==> src/rtl/kmkz_wb_pkg.sv <==
// Shared definitions for the Kamikaze-uRV writeback stage: load funct3 codes,
// FSM state encoding and the W-stage pipeline register layout.
package kmkz_wb_pkg;

    localparam logic [2:0] LB  = 3'b000;
    localparam logic [2:0] LH  = 3'b001;
    localparam logic [2:0] LW  = 3'b010;
    localparam logic [2:0] LBU = 3'b100;
    localparam logic [2:0] LHU = 3'b101;

    typedef enum logic {
        IDLE      = 1'b0,
        LOAD_WAIT = 1'b1
    } wb_state_e;

    typedef struct packed {
        logic        valid;
        logic [4:0]  rd;
        logic [31:0] value;
        logic        write;
        logic        load;
        logic [2:0]  fun;
        logic [1:0]  addr;
    } wb_stage_t;

endpackage

==> src/rtl/kmkz_load_align.sv <==
// Load data alignment: picks the byte/halfword lane addressed by addr_i and
// sign- or zero-extends it; LW and reserved codes pass the word through.
module kmkz_load_align
    import kmkz_wb_pkg::*;
(
    input  logic [2:0]  fun_i,
    input  logic [1:0]  addr_i,
    input  logic [31:0] data_i,
    output logic [31:0] value_o
);

    logic [7:0]  byte_sel;
    logic [15:0] half_sel;

    always_comb begin
        byte_sel = data_i[7:0];
        case (addr_i)
            2'd0: byte_sel = data_i[7:0];
            2'd1: byte_sel = data_i[15:8];
            2'd2: byte_sel = data_i[23:16];
            2'd3: byte_sel = data_i[31:24];
            default: byte_sel = data_i[7:0];
        endcase
        half_sel = addr_i[1] ? data_i[31:16] : data_i[15:0];
    end

    always_comb begin
        value_o = data_i;
        case (fun_i)
            LB:      value_o = {{24{byte_sel[7]}}, byte_sel};
            LBU:     value_o = {24'd0, byte_sel};
            LH:      value_o = {{16{half_sel[15]}}, half_sel};
            LHU:     value_o = {16'd0, half_sel};
            LW:      value_o = data_i;
            default: value_o = data_i;
        endcase
    end

endmodule

==> src/rtl/kmkz_writeback.sv <==
// Writeback stage: registers the X result, waits for load data, drives the
// register-file write / bypass port and stalls upstream while a load is pending.
module kmkz_writeback
    import kmkz_wb_pkg::*;
#(
    parameter int G_LOAD_TIMEOUT = 255,
    parameter int G_CNT_W        = 16
) (
    input  logic        clk_i,
    input  logic        rst_i,
    input  logic        x_valid_i,
    input  logic [4:0]  x_rd_i,
    input  logic [31:0] x_rd_value_i,
    input  logic        x_rd_write_i,
    input  logic        x_load_i,
    input  logic [2:0]  x_fun_i,
    input  logic [1:0]  x_dm_addr_i,
    input  logic        dm_load_done_i,
    input  logic [31:0] dm_data_l_i,
    output logic [4:0]  rf_rd_o,
    output logic [31:0] rf_rd_value_o,
    output logic        rf_rd_store_o,
    output logic        rf_bypass_rd_write_o,
    output logic [31:0] rf_bypass_rd_value_o,
    output logic        w_stall_req_o,
    output logic        w_load_fault_o
);

    localparam logic [G_CNT_W-1:0] TIMEOUT = G_CNT_W'(G_LOAD_TIMEOUT);

    wb_state_e          state_q;
    logic [G_CNT_W-1:0] cnt_q;
    wb_stage_t          stage_q, stage_d;

    logic        we;
    logic        load_pending;
    logic        commit;
    logic        fault;
    logic        stall;
    logic [31:0] load_value;
    logic [31:0] wr_value;

    kmkz_load_align u_align (
        .fun_i   (stage_q.fun),
        .addr_i  (stage_q.addr),
        .data_i  (dm_data_l_i),
        .value_o (load_value)
    );

    assign we           = stage_q.valid && stage_q.write && (stage_q.rd != 5'd0);
    assign load_pending = stage_q.valid && stage_q.load;
    // A load commits only on the cycle its data arrives; everything else commits at once.
    assign commit       = stage_q.load ? dm_load_done_i : 1'b1;
    assign stall        = load_pending && !dm_load_done_i;
    assign fault        = (state_q == LOAD_WAIT) && !dm_load_done_i && (cnt_q == TIMEOUT);
    assign wr_value     = stage_q.load ? load_value : stage_q.value;

    assign rf_rd_o              = stage_q.rd;
    assign rf_rd_value_o        = wr_value;
    assign rf_rd_store_o        = we && commit;
    assign rf_bypass_rd_write_o = we && commit;
    assign rf_bypass_rd_value_o = wr_value;
    assign w_stall_req_o        = stall;
    assign w_load_fault_o       = fault;

    always_comb begin
        stage_d = stage_q;
        if (!stall) begin
            stage_d.valid = x_valid_i;
            stage_d.rd    = x_rd_i;
            stage_d.value = x_rd_value_i;
            stage_d.write = x_rd_write_i;
            stage_d.load  = x_load_i;
            stage_d.fun   = x_fun_i;
            stage_d.addr  = x_dm_addr_i;
        end else if (fault) begin
            // Abandon the lost load so the stage cannot retire it later.
            stage_d = '0;
        end
    end

    always_ff @(posedge clk_i) begin
        if (rst_i) begin
            state_q <= IDLE;
            cnt_q   <= '0;
            stage_q <= '0;
        end else begin
            stage_q <= stage_d;
            case (state_q)
                IDLE: begin
                    if (stall) begin
                        state_q <= LOAD_WAIT;
                        cnt_q   <= G_CNT_W'(1);
                    end
                end
                LOAD_WAIT: begin
                    if (dm_load_done_i || fault) begin
                        state_q <= IDLE;
                        cnt_q   <= '0;
                    end else begin
                        cnt_q <= cnt_q + G_CNT_W'(1);
                    end
                end
                default: begin
                    state_q <= IDLE;
                    cnt_q   <= '0;
                end
            endcase
        end
    end

endmodule

==> config.mk <==
export PLATFORM = sky130hd
export DESIGN_NAME = kmkz_writeback
export DESIGN_NICKNAME = d
export VERILOG_FILES = /design/src/rtl/kmkz_wb_pkg.sv /design/src/rtl/kmkz_load_align.sv /design/src/rtl/kmkz_writeback.sv
export SDC_FILE = /design/constraint.sdc
export NUM_CORES = 1
export LEC_CHECK = 0
export CORE_ASPECT_RATIO = 1.2
export CORE_MARGIN = 2
export CORE_UTILIZATION = 50
export CTS_BUF_LIST = sky130_fd_sc_hd__clkbuf_4 sky130_fd_sc_hd__clkbuf_8
export CTS_CLUSTER_DIAMETER = 30
export DETAILED_ROUTE_END_ITERATION = 10
export PLACE_DENSITY = 0.89
export SYNTH_ARGS = -nofsm -noshare
export SYNTH_HDL_FRONTEND = slang
export SYNTH_HIERARCHICAL = 1
export SYNTH_SLANG_ARGS = --single-unit
==> constraint.sdc <==
create_clock -name clk_i -period 5.2 [get_ports clk_i]
set_clock_uncertainty 0.15 [all_clocks]
set_input_delay 0.52 -clock clk_i [delete_from_list [all_inputs] [get_ports clk_i]]
set_output_delay 0.52 -clock clk_i [all_outputs]
set_load 0.02 [all_outputs]
==> key figures, run 1 <==
Critical path
  • WP data arrival: around 3.2 ns
  • CP Launch Type: register
  • Worst setup EP type: output pin
  • Worst reg2reg path depth: 7
  • Crit Path Max Fanout: 23
  • Reg2reg end: cnt_q[15]
  • RR Startpoint: stage_q[5]
  • Crit Path Category: reg2out
  • WP data required: around 4.5 ns
  • Reg2Reg Setup Slack: around 2.7 ns

Global routing
  • Number of global-route vias before repair: just under 4000
  • Total overflow reported by the global router: 0
  • Global-route wire length before repair: between 15 and 20 mm
  • GRT Overall Usage: 28.3%
  • Largest net degree at the start of global routing: 59
  • Initial antenna violation count: 0

Logic synthesis
  • Synth Flop Type: dfxtp_1
  • Count leader, synth: nand2_1
  • Largest cells by area after synthesis: dfxtp_1 (31%), mux2_2 (8.9%), nand2_1 (8.5%), o211ai_1 (8.4%), buf_4 (7.2%)
  • Yosys top cell by area: dfxtp_1
  • Number of synthesized flops with an enable pin: 0
  • Mapped Area: roughly 0.0040 mm2
  • Synthesized Nets: between 500 and 600
  • Post-synth ARST share: 0%
  • Post-synth top area share: around 31%
  • Avg Cell Area, Syn: between 7 and 8 um2
  • Sequential area share after synthesis: a little under a third
  • Syn Inst Count: 515
  • Commonest cells in the netlist: nand2_1 (92), dfxtp_1 (62), a21oi_1 (52), o211ai_1 (45), buf_4 (39)
  • Synth unique cells: slightly above 50
  • Ys Warns: 6
  • Synth Register Bits: 62

STA
  • Fin Setup TNS: 0 ns
  • RSZ-0062 raised after global routing: false
  • Period minus WS final: ~3.9 ns
  • Hold Fails Final Rpt: 0
  • Tcrit/Tclk final: about three quarters
  • Hold Slack: ~0.34 ns
  • Slew at the pin closest to its max-slew limit: around 1.1 ns
  • F_max: about 260 MHz
  • Final setup violating endpoints: 0
  • Fin. max-slew vios: 0
  • Slew Limit Headroom: between 20% and 30%

Power
  • P_int: approximately 0.9 mW
  • Power per Cell Area: 240 mW/mm2
  • Peak supply drop: about 170 uV
  • Total Power: around 1.3 mW
  • LEAKAGE: ~2.1 nW
  • Clock share of power: between 30% and 40%
  • Sw power: approximately 0.42 mW
  • Sw Share: between 30 and 40%
  • Combinational share of power: between 30% and 40%
  • Sequential share of power: between 30 and 40%

Floorplan
  • I/O pins: around 150
  • Die width: about 86 um
  • Initial Utilization: a little over half
  • Num rows: 35
  • Die ar.: between 0.008 and 0.009 mm2
  • Core area: 0.00775 mm2
  • Die Height: 103 um

Clocking
  • TritonCTS buffer count: 9
  • CTS tree: done
  • Clock root cell: clkbuf_8
  • Post-CTS setup buffers: 0
  • PostCTS Resize Cnt: 0
  • Max Buffers Root-to-Sink: 2
  • Hold_buf cts: 0
  • Number of H-tree levels: 3
  • Clock Sinks: 62
  • Clock Pin Slew Worst Setup and Hold Paths: 0.08 ns
  • Worst-skew pair later-pin latency: 0.35 ns

Flow run
  • Maxcap violations: 0

Placed design
  • Hpwl dp: about 8.7 mm
  • # port buffers: 152
  • Final GP Congestion: a little over 0.9
  • Dpl cells: slightly below 700

Route
  • DRC: 0
  • Antenna-violating nets left: 0
  • Initial drt markers: between 300 and 400
  • Final wirelength: between 10 and 15 mm
  • Drt first pass iters: 5
  • Routed wire per std cell: between 15 and 20 um
  • Via density: 5.99
  • Via count: roughly 4200

Final layout
  • Fill cells: 601
  • Ant diodes: 0
  • Final Non-Filler Cells: a little under 700
  • Nets: between 600 and 700
  • Fraction of layout cells with a size suffix above 1: a little over a tenth
  • Syn-to-layout area delta: 33.8%
  • Post-layout util: between 60% and 70%

Run status
  • Outcome: finished, final reports clean

Worst hold path
  • Worst hold path depth: 2
  • Worst Hold Endpoint: stage_q[22]
  • Worst Hold Class: reg2reg
  • Hold wc startpoint: stage_q[22]
[logic make-up after synthesis]
family | Yosys count | synth area share [%]
AOI/OAI and AO/OA | 162 | 26.9
and+or+nand+nor | 158 | 18.5
buffers and inverters | 94 | 12.9
DFF | 62 | 30.7
muxes | 36 | 10.2
xor gates and xnor gates | 2 | 0.433
adders and majority gates | 1 | 0.309
[worst max path at each step]
stage,end,slack (ns),cells past startpoint,from
2_1_floorplan,rf_rd_value_o[10],2.49,6,dm_data_l_i[31]
3_3_place_gp,rf_bypass_rd_value_o[15],1.60,6,dm_data_l_i[31]
3_5_place_dp,rf_rd_value_o[15],1.57,6,dm_data_l_i[31]
4_1_cts,rf_rd_value_o[15],1.33,5,stage_q[1]
5_1_grt,rf_rd_value_o[15],1.20,5,stage_q[1]
6_report,rf_rd_value_o[15],1.31,5,stage_q[1]
[stage by stage]
stage                     worst slack, ns  area [um2]
after floorplan                      2.49        4040
after global placement               1.60        5230
after detailed placement             1.57        5230
after CTS                            1.33        5410
after global routing                 1.20        5410
final                                1.31        5410
[power by group through the flow]
stage               Clock (mW)  Sequential (mW)  Combinational, mW
finish                   0.394            0.511              0.395
global route             0.426            0.514              0.417
CTS                      0.400            0.511              0.394
detailed placement           0            0.522              0.390
global placement             0            0.520              0.387
floorplan                    0            0.515              0.239
[critical path, stage by stage, from the launching register on]
cell             delay, ns
dfxtp_1               0.79
mux4_2                0.61
and3b_1               0.30
a221o_1               0.31
mux2_2                0.29
clkdlybuf4s50_1       0.55
[final cells by class]
class	instances	area, um2	area share, %
inverters	9	33.8	0.625
repair buffers	157	1550	28.7
flip-flops and latches	62	1240	22.9
multi-input cells	359	2280	42.2
clock inverters	7	58.8	1.09
well taps	92	115	2.13
clock buffers	9	124	2.29
[placed cells by master, fill, tap and decap left out, types with 2 or more instances in the layout]
master / count
nor3_1: 3
and3_1: 2
a41oi_1: 4
o21ai_1: 8
o211ai_1: 45
mux2_2: 32
nor2_1: 12
a221o_1: 8
and3_2: 2
or4b_1: 2
nor2b_1: 5
a31oi_1: 6
or3_1: 3
clkbuf_8: 9
clkdlybuf4s50_1: 151
dfxtp_1: 62
inv_1: 8
buf_4: 5
o21bai_1: 2
o21ai_0: 5
nand4_1: 8
a22oi_1: 7
a21o_1: 17
mux2i_1: 3
nand2b_1: 8
a211oi_1: 2
nand3_1: 9
clkinvlp_4: 4
nor4_1: 3
a21oi_1: 52
nand2_1: 92
[state kept, by name (all words and copies together), names as in the netlist]
register	cells
stage_q	40
state_q	1
rf_rd_o	5
cnt_q	16
[per-layer routing]
layer | wire, um | global-route usage [%]
met2 | 6330 | 48.2
met5 | 0 | 0
met3 | 1010 | 6.16
met1 | 4910 | 34.8
met4 | 379 | 11.6
(Power assumes the default switching activity.)
==> run 2: changes to the inputs <==
--- a/config.mk
+++ b/config.mk
@@ -7,11 +7,11 @@
 export LEC_CHECK = 0
 export CORE_ASPECT_RATIO = 1.2
 export CORE_MARGIN = 2
-export CORE_UTILIZATION = 50
+export CORE_UTILIZATION = 42
 export CTS_BUF_LIST = sky130_fd_sc_hd__clkbuf_4 sky130_fd_sc_hd__clkbuf_8
 export CTS_CLUSTER_DIAMETER = 30
 export DETAILED_ROUTE_END_ITERATION = 10
-export PLACE_DENSITY = 0.89
+export PLACE_DENSITY = 0.8
 export SYNTH_ARGS = -nofsm -noshare
 export SYNTH_HDL_FRONTEND = slang
 export SYNTH_HIERARCHICAL = 1
==> constraint.sdc (replaced) <==
create_clock -name clk_i -period 3.3 [get_ports clk_i]
set_clock_uncertainty 0.15 [all_clocks]
set_input_delay 0.33 -clock clk_i [delete_from_list [all_inputs] [get_ports clk_i]]
set_output_delay 0.33 -clock clk_i [all_outputs]
set_load 0.02 [all_outputs]
==> run 2 against run 1 <==
Power increased by 75%. Critical endpoint is now rf_bypass_rd_value_o[15]. Setup slack got worse by 1.2 ns. Sequential share of layout area decreased by 0.79 points. Core utilization decreased by 11 points. Sequential cell count unchanged. Cell count increased by 5.9%. Global-route usage decreased by 3.9 points.
==> key figures, run 2 (synthesis results as in run 1) <==
Run status
  • Outcome: finished, final reports clean

Route
  • Antenna-violating nets left: 0 (unchanged)
  • Routed wire per std cell: 17.6 um (-3.0%)
  • Drt first pass iters: 6 (+1)
  • Initial drt markers: 308 (-19%)
  • Via density: 5.80 (-3.2%)
  • DRC: 0 (unchanged)
  • Via count: 4268 (+2.5%)
  • Final wirelength: 13.0 mm (+2.7%)

Placed design
  • Dpl cells: 720 (+6.0%)
  • Hpwl dp: 9.35 mm (+7.7%)
  • Final GP Congestion: 0.933 (+1.1%)
  • Pre-CTS WS: 0.0732 ns (-1.50 ns)
  • # port buffers: 152 (unchanged)

Final layout
  • Reg with most FFs: stage_q
  • Fraction of layout cells with a size suffix above 1: 12.2% (+1.8 points)
  • Most frequent cells in the layout: clkdlybuf4s50_1 (151), nand2_1 (92), dfxtp_1 (62)
  • Ant diodes: 0 (unchanged)
  • Most common cell after layout, fill and taps aside: clkdlybuf4s50_1
  • Final Non-Filler Cells: 736 (+5.9%)
  • Syn-to-layout area delta: 38.5%
  • Nets: 689 (+1.5%)
  • Largest register FFs: 40 (unchanged)

Critical path
  • WP data required: 2.82 ns (-1.71 ns)
  • RR Startpoint: cnt_q[0]
  • CP Launch Type: input port
  • Setup crit start: dm_data_l_i[23]
  • Crit Path Category: in2out
  • Reg2Reg Setup Slack: 0.84 ns (-1.84 ns)
  • Worst setup EP type: output pin
  • CP endpoint: rf_bypass_rd_value_o[15]
  • Crit Path Max Fanout: 8 (-65%)
  • WP data arrival: 2.75 ns (-0.47 ns)
  • Worst reg2reg path depth: 6 (-1)
  • Reg2reg end: cnt_q[11]

Power
  • Power per Cell Area: 406 mW/mm2 (+69%)
  • P_int: 1.62 mW (+84%)
  • Peak supply drop: 277 uV (+61%)
  • Sw Share: 28.8% (-3.7 points)
  • Sequential share of power: 35.2% (-4.1 points)
  • Combinational share of power: 28.3% (-2.1 points)
  • LEAKAGE: 2.19 nW (+4.7%)
  • Sw power: 0.656 mW (+55%)
  • Clock share of power: 36.5% (+6.2 points)

Floorplan
  • Die Height: 111 um (+8.8%)
  • Core area: 0.00947 mm2 (+22%)
  • Initial Utilization: 42.7% (-9.5 points)
  • Num rows: 39 (+11%)
  • I/O pins: 153 (unchanged)
  • Die width: 93.6 um (+8.7%)
  • Die ar.: 0.0104 mm2 (+18%)

Clocking
  • Max Buffers Root-to-Sink: 2 (unchanged)
  • TritonCTS buffer count: 9 (unchanged)
  • Hold_buf cts: 0 (unchanged)
  • Number of H-tree levels: 3 (unchanged)
  • Post-CTS setup buffers: 0 (unchanged)
  • CTS tree: done
  • Clock root cell: clkbuf_8
  • Worst-skew pair later-pin latency: 0.34 ns (about the same)
  • Clock Sinks: 62 (unchanged)
  • PostCTS Resize Cnt: 1 (+1)
  • Clock Pin Slew Worst Setup and Hold Paths: 0.07 ns (about the same)

Global routing
  • Initial antenna violation count: 0 (unchanged)
  • Total overflow reported by the global router: 0 (unchanged)
  • Global-route wire length before repair: 20.3 mm (+3.2%)
  • Largest net degree at the start of global routing: 59 (unchanged)
  • Number of global-route vias before repair: 4128 (+4.3%)
  • GRT Overall Usage: 24.5% (-3.9 points)

STA
  • Hold Fails Final Rpt: 0 (unchanged)
  • F_max: just over 300 MHz
  • Fin. max-slew vios: 0 (unchanged)
  • Worst setup margin: 0.0670 ns (-1.25 ns)
  • Tcrit/Tclk final: a little over nine tenths
  • Final setup violating endpoints: 0 (unchanged)
  • Slew Limit Headroom: 58.3% (+29 points)
  • Period minus WS final: between 3 and 4 ns
  • Slew at the pin closest to its max-slew limit: 0.625 ns (-0.434 ns)
  • Fin Setup TNS: 0 ns (unchanged)
  • RSZ-0062 raised after global routing: false

Flow run
  • Maxcap violations: 0 (unchanged)

Worst hold path
  • Worst Hold Class: in2reg
## run 2: how the worst min path moves through the flow
| stage | end | slack, ns | depth (start not counted) | start |
|---|---|---|---|---|
| after floorplan | cnt_q[15] | 0.30 | 2 | cnt_q[15] |
| after global placement | cnt_q[15] | 0.32 | 2 | cnt_q[15] |
| after detailed placement | stage_q[23] | 0.33 | 2 | stage_q[23] |
| after CTS | stage_q[29] | 0.30 | 2 | rst_i |
| after global routing | stage_q[23] | 0.32 | 2 | rst_i |
| final | stage_q[29] | 0.30 | 2 | rst_i |
## run 2: critical path, stage by stage
cell             delay (ns)
clkdlybuf4s50_1        0.47
mux4_2                 0.52
and3b_2                0.31
a221o_1                0.30
mux2_2                 0.28
clkdlybuf4s50_1        0.54
## run 2: metal layers
metal	GRT usage (%)	vias up	part of all wire [%]
li1	-	2009	-
met1	29.2	2030	39
met2	42.2	192	50
met3	4.40	37	7.1
met4	11.4	0	3.7
met5	0	-	0
## run 2: metrics by stage
stage	instance area [um2]	total power [mW]	util (%)	hold slack (ns)
2_1_floorplan	4040	1.19	-	0.302
3_3_place_gp	5350	1.45	56.5	0.320
3_5_place_dp	5350	1.46	56.5	0.330
4_1_cts	5600	2.28	59.2	0.299
5_1_grt	5600	2.37	59.2	0.319
6_report	5600	2.27	59.2	0.296
## run 2: power by group through the flow
| stage | clock [mW] | combinational, mW | sequential, mW |
|---|---|---|---|
| 6_report | 0.830 | 0.643 | 0.801 |
| 5_1_grt | 0.880 | 0.682 | 0.804 |
| 4_1_cts | 0.840 | 0.644 | 0.800 |
| 3_5_place_dp | 0 | 0.641 | 0.818 |
| 3_3_place_gp | 0 | 0.634 | 0.816 |
| 2_1_floorplan | 0 | 0.377 | 0.811 |
## run 2: final cells by class
type,count,area (um2)
Sequential cell,62,1240
Timing Repair Buffer,167,1640
Clock inverter,7,121
Fill cell,851,3860
Inverter,9,33.8
Tap cell,123,154
Multi-Input combinational cell,359,2290
Clock buffer,9,124
==> run 3: changes to the inputs <==
--- a/config.mk
+++ b/config.mk
@@ -7,11 +7,11 @@
 export LEC_CHECK = 0
 export CORE_ASPECT_RATIO = 1.2
 export CORE_MARGIN = 2
-export CORE_UTILIZATION = 42
+export CORE_UTILIZATION = 46
 export CTS_BUF_LIST = sky130_fd_sc_hd__clkbuf_4 sky130_fd_sc_hd__clkbuf_8
 export CTS_CLUSTER_DIAMETER = 30
 export DETAILED_ROUTE_END_ITERATION = 10
-export PLACE_DENSITY = 0.8
+export PLACE_DENSITY = 0.83
 export SYNTH_ARGS = -nofsm -noshare
 export SYNTH_HDL_FRONTEND = slang
 export SYNTH_HIERARCHICAL = 1
==> constraint.sdc (replaced) <==
create_clock -name clk_i -period 3.7 [get_ports clk_i]
set_clock_uncertainty 0.15 [all_clocks]
set_input_delay 0.37 -clock clk_i [delete_from_list [all_inputs] [get_ports clk_i]]
set_output_delay 0.37 -clock clk_i [all_outputs]
set_load 0.02 [all_outputs]
==> run 3 against run 2 <==
Routed wire length is 1.7% higher. Cell count fell by 1.5%. Cell area fell by 1.6%. Global-route usage up 2.9 points. Core utilization up 5.2 points. Sequential cell count is the same. Clock power fell by 19%. Power fell by 14%. Die area down 8.4%. First-iteration DRC count grew 3.6%. Non-clock buffer count fell by 5. Largest power group is now registers.
==> key figures, run 3 (synthesis results as in run 1) <==
Final layout
  • Fill cells: 728 (-14%)
  • Most frequent cells in the layout: clkdlybuf4s50_1 (151), nand2_1 (92), dfxtp_1 (62)
  • Fraction of layout cells with a size suffix above 1: 11.2% (-1.1 points)
  • Sequential cell area: 0.00124 mm2 (unchanged)
  • Ant diodes: 0 (unchanged)
  • Most common cell after layout, fill and taps aside: clkdlybuf4s50_1
  • Largest register FFs: 40 (unchanged)
  • Final Instance Area: 0.00551 mm2 (-1.6%)
  • Nets: 684 (-0.73%)
  • Reg with most FFs: stage_q
  • Area of the multi-input gates: 0.00228 mm2 (-0.16%)
  • Syn-to-layout area delta: 36.3%

STA
  • Fin Setup TNS: 0 ns (unchanged)
  • F_max: between 200 and 300 MHz
  • Period minus WS final: between 3 and 4 ns
  • Worst setup margin: 0.237 ns (+0.170 ns)
  • Tcrit/Tclk final: a little over nine tenths
  • Fin. max-slew vios: 0 (unchanged)
  • Final setup violating endpoints: 0 (unchanged)
  • Slew Limit Headroom: 28.3% (-30 points)
  • RSZ-0062 raised after global routing: false
  • Hold Fails Final Rpt: 0 (unchanged)
  • Slew at the pin closest to its max-slew limit: 1.08 ns (+0.450 ns)

Placed design
  • Pre-CTS WS: 0.369 ns (+0.296 ns)
  • Placed cell area: 0.00530 mm2 (-1.1%)
  • Hpwl dp: 9.46 mm (+1.1%)
  • # port buffers: 152 (unchanged)
  • Final GP Congestion: 0.912 (-2.2%)

Critical path
  • Crit-path cells: buf_4, nor2_1, and3b_1, a221o_1, mux2_2, clkdlybuf4s50_1
  • WP data required: 3.18 ns (+0.36 ns)
  • Slowest cell delay on critical path: 0.68 ns (+0.14 ns)
  • WP data arrival: 2.94 ns (+0.19 ns)
  • Crit Path Max Fanout: 24 (+16)
  • Crit Path Category: reg2out
  • Worst setup EP type: output pin
  • CP Launch Type: register
  • Slowest CP cell: dfxtp_1

Power
  • Sw power: 0.582 mW (-11%)
  • Sequential share of power: 37.0% (+1.8 points)
  • Power per Cell Area: 354 mW/mm2 (-13%)
  • P_int: 1.37 mW (-15%)
  • Peak supply drop: 169 uV (-39%)
  • Combinational share of power: 28.5% (+0.2 points)
  • Sw Share: 29.8% (+0.96 points)
  • LEAKAGE: 2.15 nW (-1.9%)
  • Clock share of power: 34.5% (-2.0 points)

Clocking
  • PostCTS Resize Cnt: 0 (-1)
  • Max Buffers Root-to-Sink: 2 (unchanged)
  • Clock Pin Slew Worst Setup and Hold Paths: 0.07 ns (about the same)
  • Clock Sinks: 62 (unchanged)
  • Worst-skew pair later-pin latency: 0.35 ns (about the same)
  • Post-CTS setup buffers: 0 (unchanged)
  • Clock root cell: clkbuf_8
  • Number of H-tree levels: 3 (unchanged)
  • Hold_buf cts: 0 (unchanged)
  • CTS tree: done
  • TritonCTS buffer count: 9 (unchanged)

Global routing
  • Largest net degree at the start of global routing: 59 (unchanged)
  • Met2 usage: 45.2% (+3.0 points)
  • Initial antenna violation count: 0 (unchanged)
  • Total overflow reported by the global router: 0 (unchanged)
  • GRT Overall Usage: 27.3% (+2.9 points)
  • GR Layer Usage met1: 33.1% (+3.9 points)
  • Number of global-route vias before repair: 4101 (-0.65%)
  • Met3 usage: 6.00% (+1.6 points)
  • GR peak layer: met2
  • Global-route wire length before repair: 20.4 mm (+0.37%)

Route
  • Via density: 5.87 (+1.2%)
  • Drt first pass iters: 5 (-1)
  • Routed wire per std cell: 18.2 um (+3.3%)
  • Final wirelength: 13.2 mm (+1.7%)
  • Initial drt markers: 319 (+3.6%)
  • Via count: 4253 (-0.35%)
  • DRC: 0 (unchanged)
  • Antenna-violating nets left: 0 (unchanged)

Flow run
  • Maxcap violations: 0 (unchanged)

Run status
  • Outcome: finished, final reports clean

Floorplan
  • Die width: 89.6 um (-4.3%)
  • Num rows: 37 (-5.1%)
  • Initial Utilization: 47.2% (+4.5 points)
  • Die Height: 107 um (-4.3%)
  • Core area: 0.00856 mm2 (-9.5%)
  • Die ar.: 0.00956 mm2 (-8.4%)
  • I/O pins: 153 (unchanged)

Worst hold path
  • Worst Hold Class: reg2reg
## run 3: layer usage
layer | vias to the layer above | wire (um)
li1 | 2000 | -
met1 | 2018 | 5040
met2 | 195 | 6600
met3 | 40 | 1060
met4 | 0 | 501
met5 | - | 0
## run 3: metrics by stage
step	util [%]	hold WS, ns	power, mW	std cells
finish	64.4	0.336	1.95	725
global route	64.4	0.355	2.02	725
CTS	64.4	0.339	1.96	725
detailed placement	61.8	0.328	1.29	709
global placement	61.8	0.316	1.28	709
floorplan	-	0.302	1.06	515
## run 3: worst max-delay path: cells and delay by family (launching register included)
kind	cells	cell delay [ns]
buffers and inverters	2	0.91
flip-flops	1	0.68
AND/OR/NAND/NOR	2	0.39
multiplexers	1	0.31
AO/OA/AOI/OAI	1	0.30
## run 3: cell type report
class,count,share of cell area [%]
Tap cell,117,2.66
Inverter,9,0.613
Timing Repair Buffer,162,28.9
Sequential cell,62,22.5
Multi-Input combinational cell,359,41.4
Clock buffer,10,2.38
Clock inverter,6,1.57
## run 3: final timing paths
path                    from           endpoint  slack, ns  cells past startpoint
setup reg to reg    cnt_q[0]          cnt_q[11]       1.25                      6
hold reg to reg    cnt_q[15]          cnt_q[15]       0.34                      2
setup / recovery  stage_q[3]  rf_rd_value_o[15]       0.24                      6
hold / removal     cnt_q[15]          cnt_q[15]       0.34                      2
## run 3: power groups by stage
stage	sequential, mW	combinational (mW)	clock (mW)
floorplan	0.724	0.336	0
global placement	0.734	0.545	0
detailed placement	0.736	0.553	0
CTS	0.721	0.555	0.683
global route	0.725	0.590	0.707
finish	0.722	0.556	0.674
